## config.mk

```make
export PLATFORM = sky130hd
export DESIGN_NAME = gate_reduce_pipe
export DESIGN_NICKNAME = d
export VERILOG_FILES = /design/src/rtl/gate_reduce_pkg.sv /design/src/rtl/gate_reduce_comb.sv /design/src/rtl/gate_reduce_pipe.sv
export SDC_FILE = /design/constraint.sdc
export NUM_CORES = 1
export LEC_CHECK = 0
export ABC_AREA = 1
export ABC_CLOCK_PERIOD_IN_PS = 9060
export CAP_MARGIN = 0
export CORE_ASPECT_RATIO = 1.2
export CORE_MARGIN = 2
export CORE_UTILIZATION = 35
export CTS_CLUSTER_DIAMETER = 80
export DETAILED_ROUTE_END_ITERATION = 8
export PLACE_DENSITY_LB_ADDON = 0.12
export SYNTH_ARGS = -nofsm -noshare
export SYNTH_HDL_FRONTEND = slang
export SYNTH_SLANG_ARGS = --single-unit
```

## constraint.sdc

```tcl
create_clock -name clk -period 9.06 [get_ports clk]
set_input_delay 1.812 -clock clk [delete_from_list [all_inputs] [get_ports clk]]
set_output_delay 1.812 -clock clk [all_outputs]
set_load 0.01 [all_outputs]
```

## src/rtl/gate_reduce_pkg.sv

```systemverilog
// gate_reduce_pkg: op and state types plus the two-operand bitwise op (NOR folds as OR, inverted at the output)
package gate_reduce_pkg;
  localparam int MAX_W = 64;
  typedef enum logic [1:0] {OP_OR = 2'd0, OP_AND = 2'd1, OP_XOR = 2'd2, OP_NOR = 2'd3} op_t;
  typedef enum logic [1:0] {IDLE, ACC, OUT} state_t;
  function automatic logic [MAX_W-1:0] apply_op(op_t op, logic [MAX_W-1:0] a, logic [MAX_W-1:0] b);
    return op == OP_AND ? a & b : op == OP_XOR ? a ^ b : a | b;
  endfunction
endpackage

```

## src/rtl/gate_reduce_comb.sv

```systemverilog
// gate_reduce_comb: combinational reduction of NUM_IN WIDTH-bit channels (in_data, op -> r), WIDTH <= 64
module gate_reduce_comb
  import gate_reduce_pkg::*;
#(
  parameter int WIDTH = 8,
  parameter int NUM_IN = 4
) (
  input  logic [NUM_IN*WIDTH-1:0] in_data,
  input  logic [1:0]              op,
  output logic [WIDTH-1:0]        r
);
  always_comb begin
    r = in_data[WIDTH-1:0];
    for (int k = 1; k < NUM_IN; k++)
      r = WIDTH'(apply_op(op_t'(op), MAX_W'(r), MAX_W'(in_data[k*WIDTH +: WIDTH])));
  end
endmodule

```

## src/rtl/gate_reduce_pipe.sv

```systemverilog
// gate_reduce_pipe: frame-accumulating OR/AND/XOR/NOR reduction, valid/ready in (in_*) and registered result out (out_data/out_count); GATE_REDUCE_PARITY_EN adds out_parity
module gate_reduce_pipe
  import gate_reduce_pkg::*;
#(
  parameter int WIDTH = 8,
  parameter int NUM_IN = 4,
  parameter int CNT_W = 8
) (
  input  logic                    clk,
  input  logic                    rst,
  input  logic                    in_valid,
  output logic                    in_ready,
  input  logic [NUM_IN*WIDTH-1:0] in_data,
  input  logic                    in_last,
  input  logic [1:0]              op,
  output logic                    out_valid,
  input  logic                    out_ready,
  output logic [WIDTH-1:0]        out_data,
  output logic [CNT_W-1:0]        out_count
`ifdef GATE_REDUCE_PARITY_EN
  ,
  output logic                    out_parity
`endif
);
  state_t state, state_n;
  op_t op_q, op_n, cur_op;
  logic [WIDTH-1:0] acc, acc_n, r, res;
  logic [CNT_W-1:0] cnt, cnt_n;
  logic take;
  assign in_ready = state != OUT;
  assign out_valid = state == OUT;
  assign take = in_valid && in_ready;
  assign cur_op = state == IDLE ? op_t'(op) : op_q;
  gate_reduce_comb #(.WIDTH(WIDTH), .NUM_IN(NUM_IN)) u_comb (
    .in_data(in_data),
    .op(cur_op),
    .r(r)
  );
  always_comb begin
    state_n = state;
    acc_n = acc;
    cnt_n = cnt;
    op_n = op_q;
    if (state == OUT) state_n = out_ready ? IDLE : OUT;
    else if (take) begin
      op_n = cur_op;
      acc_n = state == IDLE ? r : WIDTH'(apply_op(op_q, MAX_W'(acc), MAX_W'(r)));
      cnt_n = state == IDLE ? CNT_W'(1) : &cnt ? cnt : cnt + 1'b1;
      state_n = in_last ? OUT : ACC;
    end
  end
  assign res = op_n == OP_NOR ? ~acc_n : acc_n;
  always_ff @(posedge clk) begin
    if (rst) begin
      state <= IDLE;
      acc <= '0;
      cnt <= '0;
      op_q <= OP_OR;
      out_data <= '0;
      out_count <= '0;
`ifdef GATE_REDUCE_PARITY_EN
      out_parity <= 1'b0;
`endif
    end else begin
      state <= state_n;
      acc <= acc_n;
      cnt <= cnt_n;
      op_q <= op_n;
      if (take && in_last) begin
        out_data <= res;
        out_count <= cnt_n;
`ifdef GATE_REDUCE_PARITY_EN
        out_parity <= ^res;
`endif
      end
    end
  end
endmodule

```

==> run_results.csv <==
group,metric,value,unit
detailed_routing,finalWirelength,8.15,mm
placement,portBuffers,56,
clock_tree,post_cts.repair.setup_buffers,0,
detailed_routing,viasPerCell,4.78,
floorplan,dieWidth,94.6,um
setup_path,arrival,5660,ps
sta,max-slew-margin-rel,44.3,%
floorplan,dieArea,10700,um^2
clock_tree,clk_latency,280,ps
clock_tree,clk_pin_slew,60,ps
placement,place_inst,687,
worst_hold_path,hold_path_depth,2,
placement,gp_congestion,0.784,
synth,synth_area_leader_cell,"dfxtp_1",
clock_tree,cts_sinks,36,
layout,final_common_cell,"nand2_1",
sta,setup_viol,0,
job,drv_cap,0,
detailed_routing,dr.pass1.iters,4,
sta,tns,0,ps
clock_tree,cts-root-buf,"clkbuf_16",
sta,hold_viol_final,0,
clock_tree,htreeDepth,2,
setup_path,critPathCaptureType,"flip-flop",
worst_hold_path,hold_path_class,"flip-flop to flip-flop",
grt,grt_pass1_wl,14.2,mm
sta,rsz0062_at_grt,"no",
floorplan,coreArea,9560,um^2
layout,fin_nets,659,
sta,worstMarginPinSlew,833,ps
layout,syn_to_final_growth,22.0,%
synth,synth_seq_area_share,20.9,%
grt,grt_use_total,16.1,%
synth,synthMuxAreaShare,0,%
layout,finalNonFillerCells,695,
sta,fmax,182,MHz
sta,min_period,5480,ps
synth,synth_cell_type_count,37,
setup_path,reg2reg_depth,25,
power_and_ir_drop,total_leakage_power,2.11,nW
layout,post_route_cells_drive_above_1_share,9.79,%
synth,yosys.area_share.simple,32.7,%
sta,period_share,60.5,%
power_and_ir_drop,total_power,0.000588,W
setup_path,critPathRequiredTime,9240,ps
setup_path,crit_path_start_kind,"input port",
synth,avgSynthCellArea,6.61,um^2
detailed_routing,drc_errors,0,
grt,antenna_found_initial,0,
synth,synth-seq-cells,36,
synth,yosys_warnings,0,
power_and_ir_drop,power_density,140,nW/um^2
setup_path,crit_fanout,17,
synth,synth_area,3450,um^2
sta,clock_skew,6.21,ps
grt,grt_remaining_overflow,0,
synth,yosysTopAreaCellShare,20.9,%
synth,netlist_top_cells_area,"dfxtp_1 21%, ha_1 18%, nand2_1 13%",
floorplan,rows,39,
placement,detailed_place_hpwl,6.30,mm
clock_tree,cts_tree,"yes",
floorplan,ios,57,
layout,diodes,0,
setup_path,r2r-start,"state[0]",
setup_path,r2r_slack,5020,ps
worst_hold_path,hold_end,"out_count[7]",
sta,worst_slack,3580,ps
synth,synth_adder_area_share,17.8,%
floorplan,start_util,36.1,%
floorplan,dieHeight,113,um
setup_path,worstReg2RegEnd,"out_data[5]",
synth,synth_cells,522,
layout,final_cell_mix,"121 x nand2_1, 97 x inv_1, 56 x clkdlybuf4s50_1",
worst_hold_path,hp-start,"out_count[7]",
clock_tree,cts_hold_buf,0,
sta,finalMaxSlewViolations,0,
grt,grt_max_degree,25,
placement,dp_worst_setup_slack,3280,ps
detailed_routing,postRouteAntennaNets,0,
clock_tree,cts_resized,0,
setup_path,worstSetupPathType,"input port to flip-flop",
detailed_routing,vias,3325,
run_status,outcome,"complete, no violations",
layout,final_util,44.0,%
synth,syn-num-nets,610,
clock_tree,clockBufferDepth,2,
synth,synth_compound_area_share,13.9,%
detailed_routing,routedWlPerCell,11.7,um
grt,grt_pass1_vias,3229,
synth,synth-xor-area-share,0.254,%
clock_tree,numCtsBuffers,5,
detailed_routing,drtIter0Drc,152,
synth,synth_top_family_by_area,"simple AND/OR/NAND/NOR gates",
power_and_ir_drop,irDropWorstVdd,0.0630,mV
worst max-delay path by stage:
stage	from	to	slack (ps)
floorplan	op[0]	out_data[5]	4450
global placement	op[0]	out_data[2]	3370
detailed placement	op[0]	out_data[4]	3280
CTS	op[0]	out_data[4]	3560
global route	op[0]	out_data[2]	3110
finish	op[0]	out_data[5]	3580
where the power goes:
part,switching [W],internal [W],total (W)
combinational,0.000140,0.0000966,0.000237
sequential,0.00000922,0.000171,0.000180
clock,0.0000619,0.000110,0.000172
total,0.000212,0.000377,0.000588
stage by stage:
step,hold slack (ps),cell area [um^2]
floorplan,508,3450
global placement,479,4060
detailed placement,485,4060
CTS,498,4210
global route,541,4210
finish,497,4210
registers in the layout, indices dropped and copies added (netlist names):
name and count:
acc 8, cnt 8, out_count 8, out_data 8
op_q 2, state 2
routing by layer:
layer  up-vias  GRT usage (%)  share of wire (%)
met5         -              0                  0
met4         0           6.38                2.5
met3        14           2.06                3.1
met2        59           28.6                 49
met1      1498           19.3                 45
li1       1754              -                  -
worst max-delay path: stages:
cell and delay, ps:
clkdlybuf4s50_1 470, inv_1 50, nand2_2 80, nand2_4 80, nor2_2 560, nand2_1 200, nand2_1 120, ha_1 220
o21ai_1 130, inv_1 60, nand2_2 70, nand2_1 50, ha_1 270, a22o_1 230, inv_1 60, nand2_2 70
inv_1 50, ha_1 210, o21ai_0 150, nand2_1 80, a32oi_1 280, nand2_1 90, nand2_1 60, nand3_1 60
nand2_1 90, inv_1 30
synthesized netlist by cell type (all sizes together):
| master | number |
|---|---|
| o221ai | 5 |
| a21oi | 14 |
| ha | 49 |
| o211ai | 3 |
| a22oi | 1 |
| nor3 | 6 |
| nand3 | 32 |
| o21ai | 32 |
| nand3b | 3 |
| xor2 | 1 |
| o21bai | 2 |
| nand4 | 5 |
| clkbuf | 5 |
| o31a | 1 |
| nand2 | 144 |
| o21a | 7 |
| a32oi | 7 |
| dfxtp | 36 |
| nor2 | 45 |
| buf | 11 |
| inv | 102 |
| nor4 | 1 |
| a22o | 2 |
| a31oi | 1 |
| or2 | 7 |
cell type report:
type	count	area, um^2
Clock buffer	8	146
Tap cell	123	154
Fill cell	1043	5360
Multi-Input combinational cell	368	2230
Inverter	102	383
Timing Repair Buffer	58	576
Sequential cell	36	721
cells by family after synthesis:
family / after synthesis
compound gates: 75
xor+xnor: 1
fa+ha+maj: 49
buf+inv: 118
flops: 36
simple gates: 243
Power figures use the tool's default switching activity.
==> edit 1: new RTL, same settings <==
`NUM_IN` is set to 4 in 2 places; all go to 5.
--- a/src/rtl/gate_reduce_comb.sv
+++ b/src/rtl/gate_reduce_comb.sv
@@ -5,3 +5,3 @@
   parameter int WIDTH = 8,
-  parameter int NUM_IN = 4
+  parameter int NUM_IN = 5
 ) (
--- a/src/rtl/gate_reduce_pipe.sv
+++ b/src/rtl/gate_reduce_pipe.sv
@@ -5,3 +5,3 @@
   parameter int WIDTH = 8,
-  parameter int NUM_IN = 4,
+  parameter int NUM_IN = 5,
   parameter int CNT_W = 8
Ports: changed (resized in_data); port bits go from 57 to 65. The function was not compared with the original's and may differ.
==> edit 1 against the original RTL <==
Wire length increased by 14%; synthesized area up 19%; sequential cell count unchanged; via count increased by 17%; cell area increased by 18%; setup slack lost 1.1 ns; register-to-register slack got worse by 1.1 ns; total power is 15% higher; highest routed layer unchanged.
==> edit 1: results (changes against the original RTL) <==
** Outcome
- Status: complete, no violations (unchanged).

** Placed design
- The pre-CTS setup slack is 2.219 ns (was 3.279 ns).
- Input/output buffers :: 64 (was 56)
- Number of cells after detailed placement :: 828 (was 687)
- The routability-driven placement congestion ratio came to 0.7800 (was 0.7841).
- Post-DP HPWL :: 7219 microns (was 6296 microns)

** Logic synthesis
- Number of cells produced by synthesis :: 624 (was 522)
- Leading cell types by count after synthesis :: 134 x sky130_fd_sc_hd__nand2_1, 103 x sky130_fd_sc_hd__inv_1, 69 x sky130_fd_sc_hd__ha_1, 66 x sky130_fd_sc_hd__nor2_1, 52 x sky130_fd_sc_hd__nand3_1 (was 121 x sky130_fd_sc_hd__nand2_1, 97 x sky130_fd_sc_hd__inv_1, 49 x sky130_fd_sc_hd__ha_1, 40 x sky130_fd_sc_hd__nor2_1, 36 x sky130_fd_sc_hd__dfxtp_1)
- Top area cells in the synthesized netlist :: sky130_fd_sc_hd__ha_1 21%, sky130_fd_sc_hd__dfxtp_1 18%, sky130_fd_sc_hd__nand2_1 12% (was sky130_fd_sc_hd__dfxtp_1 21%, sky130_fd_sc_hd__ha_1 18%, sky130_fd_sc_hd__nand2_1 13%)
- The net count of the mapped netlist is 740 (was 610).
- Number of unique standard cell types used by synthesis :: 42 (was 37)
- The biggest area consumer among synthesized cells was sky130_fd_sc_hd__ha_1 (was sky130_fd_sc_hd__dfxtp_1).

** Setup path
- Delay of the slowest cell on the worst path :: 0.49 ns (was 0.56 ns)
- The library cell contributing the largest single delay on the critical path was sky130_fd_sc_hd__clkdlybuf4s50_1 (was sky130_fd_sc_hd__nor2_2).
- The critical path data arrival time was 6.72 ns (was 5.66 ns).
- Worst-path fanout max :: 48 (was 17)

** Power and ir drop
- LEAKAGE :: 2.481 nW (was 2.114 nW)
- Internal power :: 0.4256 mW (was 0.3769 mW)

** Layout
- Area growth from synthesis to layout :: 20.66% (was 22.02%)
- The final-stage net count is 794 (was 659).
- Fraction of final layout cells with drive strength greater than 1 :: 0.06333 (was 0.09790)
- Number of non-filler instances in the completed layout :: 836 (was 695)

** Route
- The vias after detailed routing came to 3898 (was 3325).
- Drt initial violations :: 94 (was 152)
- The sum of routed wire length over all layers came to 9287 microns (was 8150 microns).
- The detailed-routing iteration count for the pre-antenna-repair pass is 4 (unchanged).

** Global route
- Global Route met1 Usage :: 0.1984 (was 0.1925)
- The met3 usage in global routing was 0.01651 (was 0.02064).
- Largest net degree at the start of global routing :: 49 (was 25)
- Total routing resource utilization after global routing :: 0.1530 (was 0.1606)

** STA
- The worst-case clock skew came to 0.003031 ns (was 0.006208 ns).
- The worst-case headroom to the max-slew limit came to 0.4466 (was 0.4428).
-- edit 1: cell count changes after synthesis, sizes merged, moves of 4 or more --
cell / before / now
a211oi: 0 / 4
a21oi: 14 / 26
a32oi: 7 / 0
clkbuf: 5 / 9
ha: 49 / 69
inv: 102 / 107
nand2: 144 / 148
nand3: 32 / 54
nor2: 45 / 70
o21ai: 32 / 28
o221ai: 5 / 1
or2: 7 / 14
-- edit 1: per-layer routing --
| layer | share of wire | up-vias | routed length, microns |
|---|---|---|---|
| met5 | 0 | - | 0 |
| met4 | 0.0098 | 0 | 91 |
| met3 | 0.031 | 7 | 288 |
| met2 | 0.49 | 62 | 4544 |
| met1 | 0.47 | 1731 | 4363 |
| li1 | - | 2098 | - |
-- edit 1: cell type report --
class,instances,area (sq um)
timing repair buffer,66,655.6
inverter,109,409.1
tap,157,196.4
multi-input combinational,460,2798
fill,1237,6566
sequential,36,720.7
clock inverter,3,42.54
clock buffer,5,125.1
-- edit 1: power by group through the flow --
stage                     registers (mW)  logic [mW]  clock network (mW)
after floorplan                    0.185       0.228                   0
after global placement             0.184       0.296                   0
after detailed placement           0.184       0.305                   0
after CTS                          0.181       0.307               0.200
after global routing               0.183       0.354               0.208
final                              0.181       0.302               0.196
-- edit 1: logic make-up after synthesis --
| family | synth area share |
|---|---|
| AND/OR/NAND/NOR | 0.3323 |
| buffers and inverters | 0.1419 |
| AO/OA/AOI/OAI | 0.1395 |
| adder cells (fa/ha/maj) | 0.2106 |
| flip-flops | 0.1758 |
-- edit 1: worst min-delay path, cell delays in order, from the launching register on --
cell and delay, ns:
sky130_fd_sc_hd__dfxtp_1 0.33, sky130_fd_sc_hd__o211ai_1 0.09, sky130_fd_sc_hd__inv_1 0.05
-- edit 1: path summary, 6_finish.rpt --
kind | end | slack [ns] | start | cells after the start
worst max-delay path | out_data[6] | 2.52 | op[0] | 29
worst min-delay path | out_count[4] | 0.50 | out_count[4] | 2
worst max register to register | out_data[6] | 3.89 | state[0] | 29
worst min register to register | out_count[4] | 0.50 | out_count[4] | 2
-- edit 1: stage by stage --
stage / hold WS, ns / util / cell area (sq um)
after floorplan: 0.4961 / - / 4100
after global placement: 0.4788 / 0.4151 / 4780
after detailed placement: 0.4836 / 0.4151 / 4780
after CTS: 0.5025 / 0.4297 / 4947
after global routing: 0.5373 / 0.4297 / 4947
final: 0.4992 / 0.4297 / 4947
==> edit 2: new RTL, same settings <==
Without the edit above. Put one more register stage on the output `out_count`, cleared by the reset. The value now appears one clock later. The other outputs are not delayed to match. Comments in the files are not updated.
--- a/src/rtl/gate_reduce_pipe.sv
+++ b/src/rtl/gate_reduce_pipe.sv
@@ -24,2 +24,4 @@
 );
+
+  logic [CNT_W-1:0] out_count_s0;
   state_t state, state_n;
@@ -59,3 +61,3 @@
       out_data <= '0;
-      out_count <= '0;
+      out_count_s0 <= '0;
 `ifdef GATE_REDUCE_PARITY_EN
@@ -70,3 +72,3 @@
         out_data <= res;
-        out_count <= cnt_n;
+        out_count_s0 <= cnt_n;
 `ifdef GATE_REDUCE_PARITY_EN
@@ -77,2 +79,10 @@
   end
+  always_ff @(posedge clk) begin
+    if (rst) begin
+      out_count <= '0;
+    end else begin
+      out_count <= out_count_s0;
+    end
+  end
+
 endmodule
Check against the original RTL: not equivalent (Yosys sat finds a counterexample within 4 cycles, from zero or initial values and one cycle with rst high).
==> edit 2 against the original RTL <==
Wire length increased by 0.43%; sequential cell count increased by 8; setup slack got worse by 0.13 ns; cell area increased by 2.5%; hold slack worse by 0.080 ns; clock skew decreased by 0.0037 ns; total power grew 8.6%; global-route usage is 0.21 points lower; via count rose by 4.2%; count of clock-buffer cells in the layout decreased by 1; synthesized area rose by 1.7%; highest routed layer unchanged.
==> edit 2: results (changes against the original RTL) <==
** Placed design
- The pre-CTS setup slack was 3.138 ns (was 3.279 ns).
- The routability-driven placement congestion ratio is 0.7948 (was 0.7841).
- The count of placed standard cells including taps came to 701 (was 687).
- The half-perimeter wire length after detailed placement came to 6202 microns (was 6296 microns).

** Outcome
- Status: complete, no violations (unchanged).

** Logic synthesis
- The net count of the mapped netlist is 621 (was 610).
- Leading cell types by count after synthesis :: 113 x sky130_fd_sc_hd__nand2_1, 100 x sky130_fd_sc_hd__inv_1, 49 x sky130_fd_sc_hd__ha_1, 45 x sky130_fd_sc_hd__nor2_1, 44 x sky130_fd_sc_hd__dfxtp_1 (was 121 x sky130_fd_sc_hd__nand2_1, 97 x sky130_fd_sc_hd__inv_1, 49 x sky130_fd_sc_hd__ha_1, 40 x sky130_fd_sc_hd__nor2_1, 36 x sky130_fd_sc_hd__dfxtp_1)
- Avg Inst Size Synth :: 6.585 sq um (was 6.608 sq um)
- Sequential-to-total area share from yosys stat :: 0.2510 (was 0.2089)

** STA
- The time the worst path needs with I/O delays and setup is 5.607 ns (was 5.482 ns).
- The actual transition at the worst max-transition pin came to 0.9657 ns (was 0.8331 ns).
- The worst hold margin is 0.4170 ns (was 0.4971 ns).
- The worst-case clock skew came to 0.002461 ns (was 0.006208 ns).

** Setup path
- The timing endpoint of the critical path is out_data[0] (was out_data[5]).
- Worst-path fanout max :: 25 (was 17)
- The delay of the slowest critical-path stage was 0.48 ns (was 0.56 ns).
- Cell with the largest stage delay on the worst path :: sky130_fd_sc_hd__clkdlybuf4s50_1 (was sky130_fd_sc_hd__nor2_2)
- The register-to-register setup slack was 4.92 ns (was 5.02 ns).
- The cell depth of the worst flop-to-flop path is 28 (was 25).

** Route
- Routed wire per std cell :: 11.54 microns (was 11.73 microns)
- The routed metal-1 wirelength was 3548 microns (was 3693 microns).
- The met3 wirelength from detailed routing was 245 microns (was 253 microns).
- Drt initial violations :: 126 (was 152)

** Power and ir drop
- The worst IR drop on VDD was 0.00006750 V (was 0.00006301 V).
- Proportion of total power due to net switching :: 0.3512 (was 0.3596)

** Hold path
- Startpoint of the most critical hold path :: out_count_s0[6] (was out_count[7])

** Global route
- Global Route met1 Usage :: 0.1822 (was 0.1925)
- The number of global-route vias before repair came to 3197 (was 3229).
- The total global-route track usage was 0.1585 (was 0.1606).

** Layout
- The final cell count without fillers is 709 (was 695).
- Layout fillers :: 1028 (was 1043)
- The final-stage net count is 670 (was 659).
[edit 2: cell type report]
type / instances / area, sq um / area share
multi-input combinational: 368 / 2152 / 0.4988
clock buffer: 7 / 142.6 / 0.03306
timing repair buffer: 59 / 583.1 / 0.1352
inverter: 104 / 390.4 / 0.09049
clock inverter: 1 / 7.507 / 0.001740
sequential: 44 / 880.8 / 0.2042
tap: 126 / 157.7 / 0.03654
[edit 2: cell families after synthesis]
logic type                 share of synthesized area
DFF                                           0.2510
adders and majority gates                     0.1747
xor gates and xnor gates                    0.002496
and+or+nand+nor                               0.2570
AOI/OAI and AO/OA                             0.1790
buffers and inverters                         0.1358
[edit 2: power by group through the flow]
stage | clock (mW) | sequential (mW) | combinational (mW)
after floorplan | 0 | 0.222 | 0.171
after global placement | 0 | 0.222 | 0.233
after detailed placement | 0 | 0.223 | 0.240
after CTS | 0.188 | 0.219 | 0.242
after global routing | 0.196 | 0.221 | 0.278
final | 0.183 | 0.219 | 0.238
